$ cat src/rtl/register_file.sv
// 32 x DATA_WIDTH architectural register file: two combinational read ports with
// same-cycle write forwarding, one synchronous write port, X31 hardwired to zero.
module register_file #(
   parameter int DATA_WIDTH = 64,
   parameter int NUM_REGS   = 32
) (
   input  logic                  clk,
   input  logic                  reset,
   input  logic                  RegWrite,
   input  logic [4:0]            WriteRegister,
   input  logic [DATA_WIDTH-1:0] WriteData,
   input  logic [4:0]            ReadRegister1,
   input  logic [4:0]            ReadRegister2,
   output logic [DATA_WIDTH-1:0] ReadData1,
   output logic [DATA_WIDTH-1:0] ReadData2
);

   localparam logic [4:0] ZERO_REG = 5'(NUM_REGS - 1);

   // Only X0..X30 have storage; enable bit 31 of the one-hot decode is never built.
   logic [DATA_WIDTH-1:0] regs [0:NUM_REGS-2];
   logic [NUM_REGS-2:0]   write_enable;
   logic                  fwd1;
   logic                  fwd2;

   always_comb begin
      write_enable = '0;
      for (int i = 0; i < NUM_REGS - 1; i++) begin
         write_enable[i] = RegWrite && (WriteRegister == 5'(i));
      end
   end

   always_ff @(posedge clk) begin
      if (reset) begin
         for (int i = 0; i < NUM_REGS - 1; i++) begin
            regs[i] <= '0;
         end
      end else begin
         for (int i = 0; i < NUM_REGS - 1; i++) begin
            if (write_enable[i]) begin
               regs[i] <= WriteData;
            end
         end
      end
   end

   // Forwarding stays combinational even while reset is asserted.
   assign fwd1 = RegWrite && (WriteRegister != ZERO_REG) && (ReadRegister1 == WriteRegister);
   assign fwd2 = RegWrite && (WriteRegister != ZERO_REG) && (ReadRegister2 == WriteRegister);

   always_comb begin
      ReadData1 = '0;
      if (fwd1) begin
         ReadData1 = WriteData;
      end else if (ReadRegister1 != ZERO_REG) begin
         ReadData1 = regs[ReadRegister1];
      end
   end

   always_comb begin
      ReadData2 = '0;
      if (fwd2) begin
         ReadData2 = WriteData;
      end else if (ReadRegister2 != ZERO_REG) begin
         ReadData2 = regs[ReadRegister2];
      end
   end

endmodule

$ cat config.mk
export PLATFORM = sky130hd
export DESIGN_NAME = register_file
export DESIGN_NICKNAME = d
export VERILOG_FILES = /design/src/rtl/register_file.sv
export SDC_FILE = /design/constraint.sdc
export NUM_CORES = 2
export LEC_CHECK = 0
export CAP_MARGIN = 20
export CORE_MARGIN = 2
export CORE_UTILIZATION = 34
export DETAILED_ROUTE_END_ITERATION = 16
export HOLD_SLACK_MARGIN = 0.08
export PLACE_DENSITY = 0.63
export SETUP_SLACK_MARGIN = 0.3
export SLEW_MARGIN = 20
export SYNTH_ARGS = -nofsm -noshare
export SYNTH_HDL_FRONTEND = slang
export SYNTH_SLANG_ARGS = --single-unit
export TNS_END_PERCENT = 30
$ cat constraint.sdc
create_clock -name clk -period 5.7 [get_ports clk]
set_input_delay 1.71 -clock clk [delete_from_list [all_inputs] [get_ports clk]]
set_output_delay 1.71 -clock clk [all_outputs]
set_load 0.01 [all_outputs]
* Yosys cells after proc, flatten, opt, wreduce, memory -nomap -nowiden *
Memory sizes are Yosys's and may differ from the RTL's.
Index checks and enable logic that the tools add are counted.

storage, ports and cells
  register bits = 0
  memory bits (writable) = 1,984
  input bits = 82
  output and inout port bits = 128
  logic and storage cells = 232
  memories kept = 1

memory list
  name  depth  bits a word  read ports  clocked after memory_dff  wr ports  line  RTL
  regs  31     64           2           0                         31        21    logic [DATA_WIDTH-1:0] regs [0:NUM_REGS-2];

operators by class
  eq/ne operators = 35
  mux-type cells = 130
  bitwise gates (word level) = 31
  reductions and logical operators = 35

operators by type and width
  operator                                              number
  2-to-1 mux 64 bit                                     35
  2-to-1 mux 1 bit                                      95
  equality test 5 bit (second input constant)           15
  equality test 5 x 4 -> 1 bit (second input constant)  8
  logical AND 1 bit                                     34
  bitwise OR 1 bit                                      31
  equality test 5 x 3 -> 1 bit (second input constant)  4
  inequality test 5 bit (second input constant)         3
  equality test 5 x 2 -> 1 bit (second input constant)  2
  equality test 5 bit                                   2
  equality test 5 x 1 -> 1 bit (second input constant)  1
  zero test 5 bit                                       1

* Logic depth before layout (Yosys ltp) *
  word-level depth = 6
  mapped depth = 10
  gate-level depth less buffers = 5

* Worst setup path after synthesis *
No wires, ideal clock.

  path kind = input-to-reg
  from = input port WriteRegister[0]
  to = memory regs[24][0] (enable)
  setup time = 0.499 ns
  arrival = 5.186 ns
  data required time = 5.201 ns
  slack = 0.015 ns
  stages on the path = 3
  path buffers = 1
  path through = buf_2 -> or2_2 -> o21bai_1

RTL lines
  what                line  RTL
  start: declaration  10    input logic [4:0] WriteRegister,
  end: declaration    21

* Final worst setup path *
  from = input port ReadRegister1[1]
  to = output port ReadData1[20]

between the ends
  cells in the longest elaborated chain, start to end = 3
  elaborated cells on any way between the ends = 6
  those cells by class = eq/ne (2); mux (2); reduce/logical (1); memory (1)

ends and longest elaborated chain
  what                                                           line    RTL
  start: declaration                                             12      input logic [4:0] ReadRegister1,
  memory (31 x 64 bit), or another cell as far along             -
  2-to-1 mux 64 bit / logical AND 1 bit (equally long branches)  55, 48
  2-to-1 mux 64 bit *                                            53      if (fwd1) begin
  end: declaration                                               14      output logic [DATA_WIDTH-1:0] ReadData1,

Every way passes the cells marked *; elsewhere a longest branch is shown, timed or not.

==> report_table.html <==
<table>
<tr><th>Metric</th><th>Value</th></tr>
<tr><th colspan="2">Route</th></tr>
<tr><td>Routed metal-1 wirelength</td><td>138,000 µm</td></tr>
<tr><td># DRC</td><td>0</td></tr>
<tr><td>Wire length on met2</td><td>185,000 µm</td></tr>
<tr><td>Detail Route Antenna Nets</td><td>0</td></tr>
<tr><td>Routed wirelength normalized by instance count</td><td>34.9 µm</td></tr>
<tr><td>Max layer used</td><td>met5</td></tr>
<tr><td>Per-cell via count in the routed design</td><td>6.34</td></tr>
<tr><td>Via Count</td><td>74,708</td></tr>
<tr><td>Routed met3 length</td><td>51,600 µm</td></tr>
<tr><td>Count of TritonRoute iterations in the first routing pass</td><td>8</td></tr>
<tr><td>Routed WL</td><td>411,000 µm</td></tr>
<tr><td>Drt first-iter violations</td><td>12,091</td></tr>
<tr><th colspan="2">Setup path</th></tr>
<tr><td>Slowest cell on the critical path</td><td>mux4_2</td></tr>
<tr><td>Critical path arrival</td><td>4050 ps</td></tr>
<tr><td>Critical path endpoint category</td><td>output port</td></tr>
<tr><td>Biggest cell delay along the critical path</td><td>500 ps</td></tr>
<tr><td>Crit-path max FO</td><td>7</td></tr>
<tr><td>Data required time of the worst path</td><td>3990 ps</td></tr>
<tr><td>Worst Setup Path Type</td><td>in -&gt; out</td></tr>
<tr><td>Worst Setup Start Kind</td><td>input port</td></tr>
<tr><td>Cell breakdown of the critical path</td><td>buf_16 -&gt; buf_16 -&gt; buf_6 -&gt; buf_16 -&gt; buf_6 -&gt; mux4_2 -&gt; a22o_1 -&gt; a221oi_2 -&gt; buf_4 -&gt; a31oi_4 -&gt; buf_6 -&gt; buf_6</td></tr>
<tr><td>Most prevalent standard cell on the critical path</td><td>buf_6</td></tr>
<tr><th colspan="2">Synth</th></tr>
<tr><td>Synthesized-area fraction occupied by adder cells</td><td>0%</td></tr>
<tr><td>Fraction of registers with async set/reset</td><td>0%</td></tr>
<tr><td>Simple-Gate Fraction of Synth Area</td><td>6.67%</td></tr>
<tr><td>Post-synth net total</td><td>6,896</td></tr>
<tr><td>Most area-consuming cells after synthesis</td><td>edfxtp_1 60%, mux4_2 14%, mux2i_1 7.5%</td></tr>
<tr><td>Per-instance average area after synthesis</td><td>14.5 µm²</td></tr>
<tr><td>Main combinational cell family by area after synthesis</td><td>multiplexers</td></tr>
<tr><td>Sequential area share after synthesis</td><td>60.3%</td></tr>
<tr><td>EDFF count, synth</td><td>1,984</td></tr>
<tr><td>Cell type contributing the most total cell area after synthesis</td><td>edfxtp_1</td></tr>
<tr><td>Most frequent cell after synthesis</td><td>edfxtp_1</td></tr>
<tr><td>Xor and xnor area share after synthesis</td><td>0.0886%</td></tr>
<tr><td>Flip-flop and latch count after synthesis</td><td>1,984</td></tr>
<tr><td>Synth Area in Compound Gates</td><td>7.63%</td></tr>
<tr><td>Number of warnings printed during yosys synthesis</td><td>0</td></tr>
<tr><td>Mux contribution to synthesized area</td><td>21.8%</td></tr>
<tr><td>Area fraction of the dominant cell type after synthesis</td><td>60.3%</td></tr>
<tr><td>Top post-synthesis cells by count</td><td>1,984 x edfxtp_1, 1,211 x nor2_1, 744 x mux2i_1</td></tr>
<tr><td>Post-Synthesis Cell Area</td><td>0.0989 mm²</td></tr>
<tr><td>Primary FF master, synth</td><td>edfxtp_1</td></tr>
<tr><td>Instance count of the mapped netlist</td><td>6,814</td></tr>
<tr><td>Count of cell types in the netlist</td><td>63</td></tr>
<tr><th colspan="2">Global routing</th></tr>
<tr><td>Antenna violations before repair</td><td>6</td></tr>
<tr><td>Overall global routing resource usage</td><td>26.8%</td></tr>
<tr><td>Global-route wire length before repair</td><td>561,000 µm</td></tr>
<tr><td>Vias in the first global route</td><td>72,624</td></tr>
<tr><td>Largest net degree at the start of global routing</td><td>65</td></tr>
<tr><td>Remaining global-route overflow</td><td>0</td></tr>
<tr><th colspan="2">Clocking</th></tr>
<tr><td>CTS Root Buffer Type</td><td>clkbuf_16</td></tr>
<tr><td>Number of hold-repair buffers added at the cts stage</td><td>0</td></tr>
<tr><td>Maximum root-to-sink buffer count</td><td>4</td></tr>
<tr><td>Clk sink count</td><td>1,984</td></tr>
<tr><td>Number of clock buffers inserted by TritonCTS</td><td>198</td></tr>
<tr><td>TritonCTS clock tree</td><td>done</td></tr>
<tr><td>Maximum level of the CTS H-tree</td><td>4</td></tr>
<tr><td>Clock slew at the register clock pins of the worst setup and hold paths</td><td>60 ps</td></tr>
<tr><th colspan="2">STA</th></tr>
<tr><td>Number of setup violations in the final report</td><td>14</td></tr>
<tr><td>Minimum clock period after layout</td><td>5760 ps</td></tr>
<tr><td>Slew @ Worst Pin</td><td>1280 ps</td></tr>
<tr><td>Worst hold-check slack</td><td>1750 ps</td></tr>
<tr><td>Final count of pins violating max slew</td><td>0</td></tr>
<tr><td>Final setup slack of the worst path</td><td>-63.3 ps</td></tr>
<tr><td>RSZ-0062 raised after global routing</td><td>yes</td></tr>
<tr><td>Crit share post-route</td><td>101%</td></tr>
<tr><td>Number of hold violations in the final report</td><td>0</td></tr>
<tr><td>F_max</td><td>174 MHz</td></tr>
<tr><td>Slew margin rel.</td><td>14.6%</td></tr>
<tr><th colspan="2">Run status</th></tr>
<tr><td>Violations in the final reports</td><td>negative setup slack</td></tr>
<tr><td>Outcome</td><td>finished with violations</td></tr>
<tr><th colspan="2">Die</th></tr>
<tr><td>Starting Density</td><td>34.3%</td></tr>
<tr><td>Die height</td><td>543 µm</td></tr>
<tr><td>IO Count</td><td>210</td></tr>
<tr><td>Placement Rows</td><td>197</td></tr>
<tr><td>Area inside the core boundary</td><td>0.289 mm²</td></tr>
<tr><td>Die Outline Area</td><td>0.295 mm²</td></tr>
<tr><td>Die outline width</td><td>543 µm</td></tr>
<tr><th colspan="2">Hold path</th></tr>
<tr><td>Worst Hold Class</td><td>in -&gt; reg</td></tr>
<tr><td>Hold Path Sink</td><td>regs[1][6]</td></tr>
<tr><td>Hold wc startpoint</td><td>reset</td></tr>
<tr><td>Min-Delay Path Depth</td><td>2</td></tr>
<tr><th colspan="2">Power and ir drop</th></tr>
<tr><td>Max rail drop VDD</td><td>0.260 mV</td></tr>
<tr><td>Power density over cell area</td><td>296 mW/mm²</td></tr>
<tr><td>Post-route total power</td><td>0.0372 W</td></tr>
<tr><td>Leakage power</td><td>45.4 nW</td></tr>
<tr><th colspan="2">Run</th></tr>
<tr><td>Max-capacitance violation count</td><td>0</td></tr>
<tr><th colspan="2">Layout</th></tr>
<tr><td>Max FFs per register</td><td>1,984</td></tr>
<tr><td>Layout filler cell count</td><td>25,131</td></tr>
<tr><td>Area growth from synthesis to layout</td><td>27.2%</td></tr>
<tr><td>Share of cells above drive strength 1</td><td>34.2%</td></tr>
<tr><td>Nets</td><td>7,830</td></tr>
<tr><td>Biggest registers after layout</td><td>regs (1984)</td></tr>
<tr><td>Register with the highest flop count</td><td>regs</td></tr>
<tr><th colspan="2">Placed design</th></tr>
<tr><td>IO buf count</td><td>209</td></tr>
<tr><td>Routability Congestion</td><td>0.910</td></tr>
<tr><td>Final HPWL DP</td><td>246,000 µm</td></tr>
</table>
## worst max-delay path by stage
stage	startpoint	to	slack [ps]	depth (start not counted)
after floorplan	WriteRegister[0]	regs[24][0]	10	3
after global placement	ReadRegister1[4]	ReadData1[37]	-1020	8
after detailed placement	ReadRegister1[4]	ReadData1[39]	-1050	8
after CTS	ReadRegister2[0]	ReadData2[19]	-340	8
after global routing	ReadRegister1[1]	ReadData1[20]	-60	12
final	ReadRegister1[1]	ReadData1[20]	-60	12
## final cells by class
| type | instances | area (µm²) | area share, % |
|---|---|---|---|
| clock inverter | 111 | 968 | 0.770 |
| clock buffer | 236 | 5180 | 4.12 |
| antenna | 11 | 27.5 | 0.0219 |
| timing repair buffer | 1448 | 16500 | 13.2 |
| multi-input combinational | 4049 | 38300 | 30.5 |
| sequential | 1984 | 59600 | 47.4 |
| inverter | 67 | 259 | 0.206 |
| tap | 3880 | 4850 | 3.86 |
## cells by family (layout without fill, tap and decap cells)
| family | after synthesis | after routing |
|---|---|---|
| and+or+nand+nor | 1637 | 1638 |
| xor gates and xnor gates | 10 | 10 |
| muxes | 1371 | 1371 |
| DFF | 1984 | 1984 |
| other | 0 | 11 |
| buffers and inverters | 782 | 1862 |
| AOI/OAI and AO/OA | 1030 | 1030 |
## cells in the final DEF, fill, tap and decap left out, drive strengths merged, types with 9 or more instances in the layout
cell type and count:
nand3 38, inv 71, o22ai 76, edfxtp 1984, diode 11, clkinv 87
nand2 205, buf 1309, dlymetal6s2s 20, clkdlybuf4s50 64, a21o 32, a211oi 65
o21ai 135, nand2b 88, nor2 1211, a22oi 118, o2111ai 36, bufinv 17
a31oi 15, o21bai 11, a21oi 172, a221oi 11, mux4 624, a32o 95
o221ai 184, a211o 20, mux2i 744, clkbuf 276, a221o 35, xnor2 9
nor3 62
## report_power, final
| group | internal, W | switching [W] |
|---|---|---|
| Combinational | 0.00286 | 0.00364 |
| Clock | 0.00722 | 0.00583 |
| Sequential | 0.0171 | 0.000507 |
## what timing repair did
action                                  in CTS  in global routing
endpoints found under the setup margin     128                128
gates cloned                                23                 23
setup buffers                              107                138
pin swaps                                   81                182
gates resized for setup                    554                663
## metal layers
metal / vias to the layer above / track usage, %
met5: - / 0
met4: 2 / 20.6
met1: 38121 / 32.4
li1: 28764 / -
met3: 1547 / 6.59
met2: 6274 / 41.3
## critical path, delay by kind of cell
kind	cells	cell delay, ps
buf+inv	8	1090
compound gates	3	690
mux	1	500
## metrics by stage
stage	util [%]	worst slack, ps	std cells	TNS, ps	instance area [µm²]
final	43.6	-63.3	11786	-433	126000
after global routing	43.6	-64.2	11777	-283	126000
after CTS	42.3	-335	11614	-17630	122000
after detailed placement	39.1	-1050	11137	-71210	113000
after global placement	39.1	-1020	11137	-69790	113000
after floorplan	-	14.5	6814	0	98900
(Power assumes the default switching activity.)
